### config.mk
export PLATFORM = sky130hd
export DESIGN_NAME = seg_display_arbiter
export DESIGN_NICKNAME = d
export VERILOG_FILES = /design/src/rtl/seg_display_arbiter.sv
export SDC_FILE = /design/constraint.sdc
export NUM_CORES = 1
export LEC_CHECK = 0
export BUFFER_PORTS_ARGS = -buffer_cell sky130_fd_sc_hd__buf_2
export CAP_MARGIN = 20
export CORE_ASPECT_RATIO = 2
export CORE_MARGIN = 4
export CORE_UTILIZATION = 49
export CTS_CLUSTER_SIZE = 30
export DETAILED_ROUTE_END_ITERATION = 10
export GPL_TIMING_DRIVEN = 0
export MAX_ROUTING_LAYER = met4
export PLACE_DENSITY = 0.74
export SLEW_MARGIN = 5
export SYNTH_ARGS = -nofsm -noshare
export SYNTH_HDL_FRONTEND = slang
export SYNTH_SLANG_ARGS = --single-unit
### constraint.sdc
create_clock -name clk -period 2.52 [get_ports clk]
set_clock_uncertainty 0.15 [all_clocks]
set_input_delay 0.126 -clock clk [delete_from_list [all_inputs] [get_ports clk]]
set_output_delay 0.126 -clock clk [all_outputs]
set_load 0.03 [all_outputs]
### src/rtl/seg_display_arbiter.sv
// seg_display_arbiter: round-robin sharing of the 7-seg display; define SEG_ARB_SRC_TAG_EN to show the source number in the leftmost digit
module seg_display_arbiter #(
    parameter int unsigned NUM_SRC      = 4,
    parameter int unsigned DWELL_CYCLES = 50_000_000,
    parameter int unsigned BLANK_CYCLES = 5_000_000,
    parameter int unsigned IDX_W        = $clog2(NUM_SRC)
) (
    input  logic                   clk,
    input  logic                   rst_n,
    input  logic [NUM_SRC-1:0]     req,
    input  logic [32*NUM_SRC-1:0]  src_data,
    input  logic                   next_pulse,
    input  logic                   auto_en,
    input  logic                   freeze,
    output logic [31:0]            disp_data,
    output logic                   disp_en,
    output logic [IDX_W-1:0]       grant_idx,
    output logic                   grant_valid
);
    typedef enum logic [1:0] {IDLE, SHOW, BLANK} state_t;
    localparam logic [31:0] DWELL_LAST = 32'(DWELL_CYCLES - 1);
    localparam logic [31:0] BLANK_LAST = BLANK_CYCLES > 0 ? 32'(BLANK_CYCLES - 1) : 32'd0;
    state_t             state_q, state_d;
    logic [31:0]        data_q, data_d, dwell_q, dwell_d, blank_q, blank_d;
    logic               en_q, en_d, gv_q, gv_d;
    logic [IDX_W-1:0]   idx_q, idx_d, ptr_q, ptr_d, win;
    logic [NUM_SRC-1:0] self_mask;
    logic [31:0]        cur_shown, win_shown;
    logic               found, others, trigger, go, to_idle;
`ifdef SEG_ARB_SRC_TAG_EN
    assign cur_shown = {4'(idx_q), src_data[32*idx_q +: 28]};
    assign win_shown = {4'(win), src_data[32*win +: 28]};
`else
    assign cur_shown = src_data[32*idx_q +: 32];
    assign win_shown = src_data[32*win +: 32];
`endif
    assign self_mask = NUM_SRC'(1) << idx_q;
    assign others    = |(req & ~self_mask);
    assign trigger   = next_pulse | (auto_en & ~freeze & (dwell_q == DWELL_LAST)) | ~req[idx_q];
    // Scan from the slot after the last grant so every requester gets a turn.
    always_comb begin
        win   = ptr_q;
        found = 1'b0;
        for (int k = 1; k <= int'(NUM_SRC); k++) begin
            if (!found && req[IDX_W'((int'(ptr_q) + k) % int'(NUM_SRC))]) begin
                win   = IDX_W'((int'(ptr_q) + k) % int'(NUM_SRC));
                found = 1'b1;
            end
        end
    end
    always_comb begin
        state_d = state_q;
        data_d  = data_q;
        dwell_d = dwell_q;
        blank_d = blank_q;
        en_d    = en_q;
        gv_d    = gv_q;
        idx_d   = idx_q;
        ptr_d   = ptr_q;
        go      = 1'b0;
        to_idle = 1'b0;
        case (state_q)
            IDLE: go = |req;
            SHOW: begin
                if (!freeze) data_d = cur_shown;
                if (auto_en && !freeze) dwell_d = dwell_q + 32'd1;
                if (trigger) begin
                    if (others) begin
                        if (BLANK_CYCLES > 0) begin
                            state_d = BLANK;
                            en_d    = 1'b0;
                            gv_d    = 1'b0;
                            blank_d = '0;
                        end else go = 1'b1;
                    end else if (req[idx_q]) dwell_d = '0;
                    else to_idle = 1'b1;
                end
            end
            BLANK: begin
                if (blank_q == BLANK_LAST) begin
                    go      = |req;
                    to_idle = ~|req;
                end else blank_d = blank_q + 32'd1;
            end
            default: state_d = IDLE;
        endcase
        if (go) begin
            state_d = SHOW;
            idx_d   = win;
            ptr_d   = win;
            data_d  = win_shown;
            dwell_d = '0;
            en_d    = 1'b1;
            gv_d    = 1'b1;
        end
        if (to_idle) begin
            state_d = IDLE;
            en_d    = 1'b0;
            gv_d    = 1'b0;
        end
    end
    always_ff @(posedge clk or negedge rst_n) begin
        if (!rst_n) begin
            state_q <= IDLE;
            data_q  <= '0;
            dwell_q <= '0;
            blank_q <= '0;
            en_q    <= 1'b0;
            gv_q    <= 1'b0;
            idx_q   <= '0;
            ptr_q   <= IDX_W'(NUM_SRC - 1);
        end else begin
            state_q <= state_d;
            data_q  <= data_d;
            dwell_q <= dwell_d;
            blank_q <= blank_d;
            en_q    <= en_d;
            gv_q    <= gv_d;
            idx_q   <= idx_d;
            ptr_q   <= ptr_d;
        end
    end
    assign disp_data   = data_q;
    assign disp_en     = en_q;
    assign grant_idx   = idx_q;
    assign grant_valid = gv_q;
endmodule

# --- Yosys cells after proc, flatten, opt, wreduce, memory -nomap -nowiden ---
# Cells that the tools add are included.
op_classes:
  add_sub_neg: 6
  n_lt_le_gt_ge: 5
  eq_ne: 11
  n_shift: 3
  mux: 51
  bitwise: 8
  reduce_logical: 22
ops:
  columns: ["cell", "n"]
  rows:
  - ["$mux W32", 12]
  - ["$shiftx A128 B8 Y32", 2]
  - ["$add A32 B1 Y32 const B", 2]
  - ["$pmux W32 S2", 1]
  - ["$eq A32 B23 Y1 const B", 1]
  - ["$eq A32 B26 Y1 const B", 1]
  - ["$mux W1", 22]
  - ["$lt A2 B4 Y1 const B", 4]
  - ["$mux W2", 8]
  - ["$bmux W1 S2", 5]
  - ["$reduce_bool A3 Y1", 3]
  - ["$ne A4 B4 Y1 const B", 2]
  - ["$reduce_or A4 Y1", 2]
  - ["$ne A2 B2 Y1 const B", 3]
  - ["$reduce_and A3 Y1", 2]
  - ["$logic_not A1 Y1", 5]
  - ["$add A2 B1 Y2 const B", 2]
  - ["$add A2 B2 Y2 const B", 2]
  - ["$and A4 B4 Y4", 1]
  - ["$logic_and A1 B1 Y1", 4]
  - ["$not A4 Y4", 1]
  - ["$pmux W1 S2", 2]
  - ["$pmux W2 S2", 1]
  - ["$reduce_and A4 Y1", 1]
  - ["other kinds (13)", 17]
word_totals:
  regBits: 103
  input_bits: 137

# --- Logic depth before layout (Yosys ltp) ---
# Gate-level depths: netlist (run 1).
logic_depth:
  word_depth: 16
  depth_mapped: 11

# --- Worst setup path after synthesis (run 1) ---
# OpenSTA, ideal clock, no wires.
synth_path:
  path_type: "register to register"
  start: "register idx_q[1], in the netlist grant_idx[1]"
  end: "register blank_q[8]"
  setup_ns: 0.078
  t_arrival_ns: 2.534
  setup_slack_ns: -0.242
  path_stages_with_launch: 8
  n_path_buf: 1
  synth_period_minus_slack_ns: 2.762
  cell_sequence: "dfrtp_1 > mux4_2 > and3_1 > o31a_1 > a211o_2 > buf_2 > or4_1 > a21oi_1"
synth_via:
  elab_chain_len: 6
  word_cells_on_any_way: 11
  cone_classes: "eq/ne: 2; shift: 1; mux: 2; bitwise: 4; reduce/logical: 2"
synth_rtl:
  columns: ["element", "line_no", "rtl"]
  rows:
  - ["from (decl)", "26", "logic [IDX_W-1:0] idx_q, idx_d, ptr_q, ptr_d, win;"]
  - ["from (signal assigned)", "119", "idx_q <= idx_d;"]
  - ["$bmux W1 S2 or $shl A1 B2 Y4 (tied branches)", "39, 37", null]
  - ["$mux W1 (not written as such) or $not A4 Y4 (tied branches)", "39, 38", null]
  - ["$not A1 Y1 or $and A4 B4 Y4 (tied branches)", "39, 38", null]
  - ["$or A1 B1 Y1 or $reduce_or A4 Y1 (tied branches)", "39, 38", null]
  - ["$ne A2 B2 Y1 (no line)", null, null]
  - ["$reduce_and A4 Y1 (no line) (*)", null, null]
  - ["to (signal assigned)", "116", "blank_q <= blank_d;"]
  - ["to (decl)", "24", "logic [31:0] data_q, data_d, dwell_q, dwell_d, blank_q, blank_d;"]
# Mark *: on every way between the ends. The rest lies on a longest branch, timed or not. The select of a mux whose other input is x is not followed.
# A chain may end at the register's enable or synchronous reset.

# --- Worst setup path in the final report (run 1) ---
layout_path:
  start: "register idx_q[0], in the netlist grant_idx[0]"
  end: "register blank_q[3]"
# The elaborated chain is that of the path after synthesis.

==> metrics.csv, run 1 <==
stage,metric,value,unit
floorplanning,num_rows,59,
power_and_ir_drop,power.switching,5.37,mW
detailed_routing,vias,8337,
placed_design,postPlaceCellArea,7660,sq um
yosys,ys_warn_count,0,
cells_and_area,drive_gt1_frac,0.439,
detailed_routing,viasPerCell,7.11,
yosys,synthSimpleGateAreaFrac,0.231,
yosys,synth-xor-area-share,0.00133,
detailed_routing,drt_iter0_markers,884,
power_and_ir_drop,p_leak,4.37,nW
yosys,async_flop_share,1.00,
cts,cts_made_buffers,9,
floorplanning,initial_core_util,0.503,
timing,finalWorstSetupSlack,-0.579,ns
critical_path,cp_slowest_stage_delay,0.57,ns
critical_path,worst_setup_path_end_kind,flop,
placed_design,globalplace.congestion,0.950,
cells_and_area,final_area,10300,sq um
timing,rsz0062_at_grt,true,
global_route,grt_antenna_before_repair,1,
power_and_ir_drop,peakVddDrop,761,uV
floorplanning,core,13100,sq um
power_and_ir_drop,total_power,11.4,mW
placed_design,dpl.hpwl,16400,microns
cells_and_area,layout.nets,1158,
run,cap_violations,0,
floorplanning,die_w,89.9,microns
timing,fin_crit_sh,1.23,
power_and_ir_drop,p_int,5.98,mW
yosys,yosysSeqAreaShare,0.393,
timing,finalSetupViolCount,96,
yosys,syn-cell-area,6570,sq um
placed_design,pre_cts_slack,-0.779,ns
critical_path,path_class,reg -> reg,
timing,maxSlewHeadroom,0.526,
yosys,synth_compound_area_frac,0.196,
detailed_routing,route.detailed.drc,0,
yosys,synth-edff-count,0,
cts,cts_sinks,103,
yosys,netlist.area_leader.share,0.385,
cts,clock_latency,0.36,ns
critical_path,path_cells,mux2i_1 -> a32oi_2 -> o211ai_1 -> a211o_4 -> clkbuf_16 -> buf_2 -> nand2_1 -> o221ai_1,
global_route,grt_pass1_vias,8043,
critical_path,crit_path_top_delay_cell,dfrtp_1,
yosys,synth.distinct_cells,70,
power_and_ir_drop,powerDensity,1100,nW/um^2
power_and_ir_drop,power.share.switching,0.473,
cts,clockBufferDepth,2,
detailed_routing,drt-pass1-iter-count,5,
yosys,avgSynthCellArea,9.41,sq um
floorplanning,io_pins,173,
cts,htreeDepth,3,
timing,drv_slew,0,
yosys,syn-num-nets,841,
timing,fmax,323,MHz
yosys,synthMuxAreaShare,0.116,
critical_path,startpoint_type,flop,
power_and_ir_drop,seqPwrFrac,0.210,
placed_design,portBuffers,172,
yosys,synth-adder-area-share,0.0114,
run_status,violations,"hold timing, setup timing",
yosys,synth.area.top_cells,"dfrtp_1 38%, mux2i_1 11%, a21oi_1 4.1%, nor2_1 3.3%, a221oi_1 3.1%",
cts,cts_tree,done,
detailed_routing,postRouteAntennaNets,0,
cells_and_area,final_util,0.789,
critical_path,arrival,3.13,ns
floorplanning,dieArea,15400,sq um
yosys,synth.ff_latch_count,103,
timing,worst_slew_pin_slew,0.707,ns
min_path,hp-class,in -> reg,
critical_path,critPathMaxFanout,10,
global_route,grtUsageTotal,0.350,
timing,hold_viol,4,
floorplanning,die_h,172,microns
cts,clk_pin_slew,0.09,ns
power_and_ir_drop,p_comb_frac,0.645,
timing,holdWs,-0.00742,ns
detailed_routing,wirelength,31900,microns
global_route,grt_overflow_total,0,
run_status,status,"complete, but fails checks",
timing,fin_crit,3.10,ns
global_route,grt_max_degree,65,
yosys,yosysTopAreaCell,dfrtp_1,
global_route,grt_first_pass_wirelength,41800,microns
cells_and_area,syn_to_final_growth,57.0,%
yosys,syn_inst,698,
power_and_ir_drop,clkPwrFrac,0.145,
detailed_routing,routedWlPerCell,27.2,microns
yosys,synth_ff_type,dfrtp_1,
critical_path,cp.required,2.55,ns
yosys,synth_top_family_by_area,simple AND/OR/NAND/NOR gates,
cts,cts_root_buffer,clkbuf_16,
==> cell families (layout without fill, tap and decap cells) <==
| group | Yosys count | after routing |
|---|---|---|
| adder cells (fa/ha/maj) | 6 | 6 |
| AND/OR/NAND/NOR | 265 | 265 |
| flip-flops | 103 | 103 |
| buffers and inverters | 67 | 388 |
| multiplexers | 75 | 75 |
| other | 0 | 1 |
| AO/OA/AOI/OAI | 181 | 182 |
| XOR/XNOR | 1 | 1 |
==> power groups by stage <==
stage | registers [mW] | logic, mW | clock network, mW
global placement | 2.31 | 4.74 | 0
finish | 2.38 | 7.33 | 1.65
global route | 2.39 | 7.53 | 1.70
CTS | 2.27 | 6.13 | 1.61
floorplan | 2.82 | 2.94 | 0
detailed placement | 2.32 | 4.82 | 0
==> sequential cells by signal (all words and copies together), names as in the netlist <==
name         flops
blank_q         32
dwell_q         32
ptr_q            2
state_q          2
grant_idx        2
disp_data       32
grant_valid      1
==> per-layer routing <==
metal,GRT usage,up-vias,part of all wire
met5,-,-,0
met4,0.247,0,0.11
met3,0.0709,326,0.094
met2,0.612,786,0.49
met1,0.347,3893,0.30
li1,-,3332,-
==> final cells by class <==
| cell class | count | area, sq um |
|---|---|---|
| timing repair buffer | 309 | 2200 |
| antenna | 1 | 2.50 |
| inverter | 23 | 86.3 |
| buffer | 40 | 432 |
| tap | 152 | 190 |
| clock buffer | 9 | 225 |
| fill | 663 | 2750 |
| multi-input combinational | 529 | 4470 |
| sequential | 103 | 2600 |
| clock inverter | 7 | 108 |
==> cell usage after synthesis, drive strengths merged (2+ instances only) <==
library cell and n:
or3b 2, and3 9, or3 17, or4 21, nor4 13, nand4 23, nand3b 4, o21ai 29
inv 23, o21a 3, nand4b 2, or4bb 2, nand2 44, and4 6, ha 6, or4b 2
a41oi 2, a31oi 6, nor2 59, buf 23, dfstp 2, mux2i 74, a221oi 33, o31ai 27
dfrtp 101, nand3 28, a21o 5, clkbuf 21, or2 3, nor4b 5, nand2b 5, o22ai 3
o221ai 2, and2 5, nor4bb 5, a32oi 2, a22o 3, a21oi 55, nor3 7
==> worst max-delay path: cells and delay by family (launching register included) <==
kind	cells	cell delay, ns
mux	1	0.18
simple gates	1	0.10
flops	1	0.57
buf+inv	2	0.37
compound gates	4	1.52
==> cell usage in the layout (no fill, tap or decap), types with 6 or more instances in the layout <==
master / count
buf_2: 174
dfrtp_1: 88
dlygate4sd3_1: 76
nor2_1: 56
mux2i_1: 53
buf_4: 52
nand2_1: 42
a21oi_1: 38
nand3_1: 23
inv_1: 22
nand4_1: 21
a221oi_2: 21
mux2i_2: 17
o21ai_0: 17
a21oi_2: 15
buf_6: 13
or4_1: 13
clkbuf_16: 13
dfrtp_2: 13
or3_1: 12
o31ai_1: 12
a221oi_1: 11
o31ai_2: 8
or4_4: 8
o31ai_4: 7
buf_8: 7
and3_1: 7
clkbuf_2: 6
and4_1: 6
o21ai_1: 6
==> through the flow <==
| stage | setup TNS, ns | std cells |
|---|---|---|
| after CTS | -6.23 | 1150 |
| after floorplan | -0.0573 | 698 |
| final | -31.30 | 1173 |
| after detailed placement | -52.67 | 1023 |
| after global placement | -53.08 | 1022 |
| after global routing | -38.70 | 1173 |
==> final timing paths <==
check | from | to | slack (ns) | depth (start not counted)
max | grant_idx[0] | blank_q[3] | -0.58 | 8
min | src_data[30] | disp_data[30] | -0.007 | 3
max reg2reg | grant_idx[0] | blank_q[3] | -0.58 | 8
min reg2reg | dwell_q[31] | dwell_q[31] | 0.36 | 1
max in group asynchronous | rst_n | ptr_q[1] | 1.29 | 3
min in group asynchronous | rst_n | dwell_q[19] | 0.15 | 2
==> what timing repair did <==
item | in CTS | in global routing
resized for setup | 137 | 118
hold buffers | 75 | 1
gates cloned | 3 | 5
pin swaps | 30 | 46
hold endpoints to repair | 67 | 1
setup endpoints to repair | 98 | 98
buffers inserted | 36 | 17
(Power assumes the default switching activity.)
==> run 2: changes to the inputs <==
--- a/config.mk
+++ b/config.mk
@@ -5,11 +5,12 @@
 export SDC_FILE = /design/constraint.sdc
 export NUM_CORES = 1
 export LEC_CHECK = 0
+export ABC_AREA = 1
 export BUFFER_PORTS_ARGS = -buffer_cell sky130_fd_sc_hd__buf_2
 export CAP_MARGIN = 20
 export CORE_ASPECT_RATIO = 2
 export CORE_MARGIN = 4
-export CORE_UTILIZATION = 49
+export CORE_UTILIZATION = 50
 export CTS_CLUSTER_SIZE = 30
 export DETAILED_ROUTE_END_ITERATION = 10
 export GPL_TIMING_DRIVEN = 0
==> metrics.csv, run 2 <==
stage,metric,value,unit,change
floorplanning,io_pins,173,,unchanged
power_and_ir_drop,p_leak,4.75,nW,+8.7%
floorplanning,dieArea,16700,sq um,+8.4%
detailed_routing,postRouteAntennaNets,0,,unchanged
yosys,ys_warn_count,0,,unchanged
yosys,syn_inst,1109,,+59%
timing,hold_viol,5,,+1
cts,htreeDepth,3,,unchanged
critical_path,cpMostUsedCell,nand2_1,,
detailed_routing,wirelength,27900,microns,-12%
run_status,status,"complete, but fails checks",,
critical_path,cp_num_buf_inv,3,,+1
critical_path,r2r-start,ptr_q[0],,
critical_path,startpoint_type,flop,,
critical_path,crit_path_top_delay_cell,dfstp_2,,
cells_and_area,antennaDiodeCount,0,,-1
power_and_ir_drop,powerDensity,1130,nW/um^2,+3.1%
critical_path,reg2reg_slack,0.09,ns,+0.67 ns
critical_path,arrival,2.57,ns,-0.56 ns
timing,fin_crit_sh,0.963,,-0.267
detailed_routing,drt_iter0_markers,590,,-33%
run,cap_violations,0,,unchanged
yosys,synth_compound_area_frac,0.0430,,-0.153
min_path,hp-start,src_data[59],,
detailed_routing,drt-pass1-iter-count,6,,+1
power_and_ir_drop,total_power,10.9,mW,-3.7%
floorplanning,die_h,179,microns,+4.2%
detailed_routing,route.detailed.drc,0,,unchanged
cells_and_area,final_cell_mix,"319 x nand2_1, 248 x nand3_1, 185 x buf_2, 104 x nor2_1, 93 x dfrtp_1",,
cts,cts_tree,done,,
yosys,synthSimpleGateAreaFrac,0.469,,+0.237
yosys,async_flop_share,1.00,,unchanged
yosys,synth-xor-area-share,0.0384,,+0.0370
timing,maxSlewHeadroom,0.584,,+0.0580
global_route,grt_antenna_before_repair,0,,-1
detailed_routing,routedWlPerCell,17.9,microns,-34%
critical_path,path_cells,buf_4 -> nand2_1 -> nand2_1 -> nand2_1 -> nand2_1 -> nand2_1 -> nand2_1 -> nand2_1 -> nand2_1 -> inv_1 -> nand2_2 -> buf_2 -> nand3_1 -> nand3_1 -> nand3_1 -> nand2_1,,
yosys,synth-adder-area-share,0.0103,,-0.00115
power_and_ir_drop,peakVddDrop,991,uV,+30%
min_path,hp-class,in -> reg,,
placed_design,dpl.hpwl,21000,microns,+28%
min_path,whs_path_depth,5,,+2
global_route,grt_pass1_vias,8561,,+6.4%
timing,holdWs,-0.00935,ns,-0.00193 ns
timing,finalSetupViolCount,0,,-100%
floorplanning,initial_core_util,0.509,,+0.00635
timing,fin_crit,2.43,ns,-0.673 ns
global_route,grtUsageTotal,0.338,,-0.0120
cells_and_area,syn_to_final_growth,32.0,%,
cts,clockBufferDepth,2,,unchanged
critical_path,worst_setup_path_end_kind,flop,,
critical_path,path_class,reg -> reg,,
yosys,synthMuxAreaShare,0,,-0.116
timing,fin_tns_setup,0,ns,+31.30 ns
critical_path,cp.depth,16,,+8
cells_and_area,drive_gt1_frac,0.219,,-0.220
detailed_routing,viasPerCell,5.68,,-20%
cts,cts_root_buffer,clkbuf_16,,
yosys,synth_top_family_by_area,simple AND/OR/NAND/NOR gates,,
placed_design,portBuffers,172,,unchanged
yosys,yosysTopAreaCell,dfrtp_1,,
critical_path,cp_slowest_stage_delay,0.60,ns,+0.03 ns
cts,cts_made_buffers,9,,unchanged
yosys,synth.distinct_cells,37,,-47%
yosys,synth.ff_latch_count,103,,unchanged
cts,clk_pin_slew,0.08,ns,about the same
yosys,syn-cell-area,7300,sq um,+11%
detailed_routing,vias,8878,,+6.5%
yosys,avgSynthCellArea,6.59,sq um,-30%
timing,rsz0062_at_grt,true,,
yosys,synth_top_cells_by_count,"325 x nand2_1, 250 x nand3_1, 111 x nor2_1",,
floorplanning,num_rows,62,,+5.1%
global_route,grt_first_pass_wirelength,42800,microns,+2.4%
critical_path,cp.required,2.67,ns,+0.12 ns
yosys,syn-num-nets,1252,,+49%
floorplanning,die_w,93.5,microns,+4.0%
critical_path,r2r-end,disp_data[12],,
timing,worst_slew_pin_slew,0.618,ns,-0.0896 ns
yosys,yosysSeqAreaShare,0.353,,-0.0396
global_route,grt_overflow_total,0,,unchanged
critical_path,critPathMaxFanout,10,,unchanged
cts,clock_latency,0.36,ns,about the same
cts,cts_sinks,103,,unchanged
yosys,synth.area.top_cells,"dfrtp_1 35%, nand3_1 17%, nand2_1 17%, nor2_1 5.7%, inv_1 3.9%",,
timing,fmax,412,MHz,+28%
yosys,netlist.area_leader.share,0.346,,-0.0388
placed_design,globalplace.congestion,0.982,,+3.5%
yosys,synth-edff-count,0,,unchanged
critical_path,r2r.worst_path.cells,16,,+8
global_route,grt_max_degree,63,,-3.1%
floorplanning,core,14400,sq um,+9.8%
yosys,yosysMostFrequentCell,nand2_1,,
yosys,synth_ff_type,dfrtp_1,,
timing,drv_slew,0,,unchanged
min_path,hold_end,disp_data[27],,
critical_path,path_delay_family,simple AND/OR/NAND/NOR gates,,
cells_and_area,layout.nets,1508,,+30%
run_status,violations,hold timing,,
cells_and_area,final_common_cell,nand2_1,,
## run 2: cell types whose count changed in the layout (fill, tap and decap cells not counted), sizes merged, moves of 16 or more
cell and change:
xor2 +16, or4 -21, mux2i -74, nor2 +55
a221oi -33, a21oi -40, o31ai -27, nand2 +285
nor3 +20, nand3 +223, inv +62, buf -37
or3 -17
## run 2: where the power goes
group | internal [mW] | total [mW] | leakage (nW) | switching [mW]
sequential | 2.06 | 2.36 | 1.34 | 0.295
combinational | 2.31 | 7.08 | 3.26 | 4.78
clock | 0.815 | 1.50 | 0.154 | 0.685
## run 2: worst register-to-register path, cell delays in order, from the launching register on
cell and delay, ns:
dfstp_2 0.60, buf_4 0.16, nand2_1 0.05, nand2_1 0.11
nand2_1 0.06, nand2_1 0.10, nand2_1 0.09, nand2_1 0.07
nand2_1 0.05, nand2_1 0.07, inv_1 0.05, nand2_2 0.15
buf_2 0.28, nand3_1 0.10, nand3_1 0.13, nand3_1 0.09
nand2_1 0.06
## run 2: routing by layer
| metal | global-route usage | wire length [microns] | share of wire |
|---|---|---|---|
| met3 | 0.0328 | 1510 | 0.054 |
| met5 | - | 0 | 0 |
| met2 | 0.607 | 15000 | 0.54 |
| met1 | 0.346 | 9490 | 0.34 |
| met4 | 0.212 | 1980 | 0.071 |
## run 2: worst max-delay path by stage
stage / startpoint / endpoint
after global placement: state_q[0] / blank_q[14]
after floorplan: grant_idx[1] / blank_q[20]
after CTS: ptr_q[0] / disp_data[20]
after detailed placement: state_q[0] / blank_q[24]
final: ptr_q[0] / disp_data[12]
after global routing: blank_q[0] / disp_data[24]
## run 2: logic make-up after synthesis
| logic type | Yosys count |
|---|---|
| simple gates | 770 |
| fa+ha+maj | 6 |
| xor+xnor | 32 |
| compound gates | 58 |
| buf+inv | 140 |
| flops | 103 |
## run 2: what timing repair did
action	in CTS	in global routing
gates cloned	0	0
hold buffers	67	0
resized for setup	20	49
pin swaps	0	2
endpoints found under the setup margin	78	87
buffers inserted	1	8
hold endpoints to repair	72	0
## run 2: layout make-up
cell class | count | area (sq um)
tap | 192 | 240
inverter | 87 | 332
clock buffer | 10 | 239
buffer | 49 | 348
clock inverter | 6 | 73.8
fill | 1287 | 4710
timing repair buffer | 249 | 1630
multi-input combinational | 866 | 4190
sequential | 103 | 2590
## run 2: stage by stage
stage | area [sq um] | util | instances | worst slack (ns) | hold WS [ns]
5_1_grt | 9640 | 0.672 | 1562 | -0.0367 | 0.0217
3_5_place_dp | 8440 | 0.588 | 1474 | -0.253 | 0.0114
6_report | 9640 | 0.672 | 1562 | 0.0940 | -0.00935
4_1_cts | 9470 | 0.660 | 1558 | 0.00288 | 0.000189
3_3_place_gp | 8410 | 0.586 | 1473 | -0.255 | 0.296
2_1_floorplan | 7300 | - | 1109 | 0.428 | -0.320
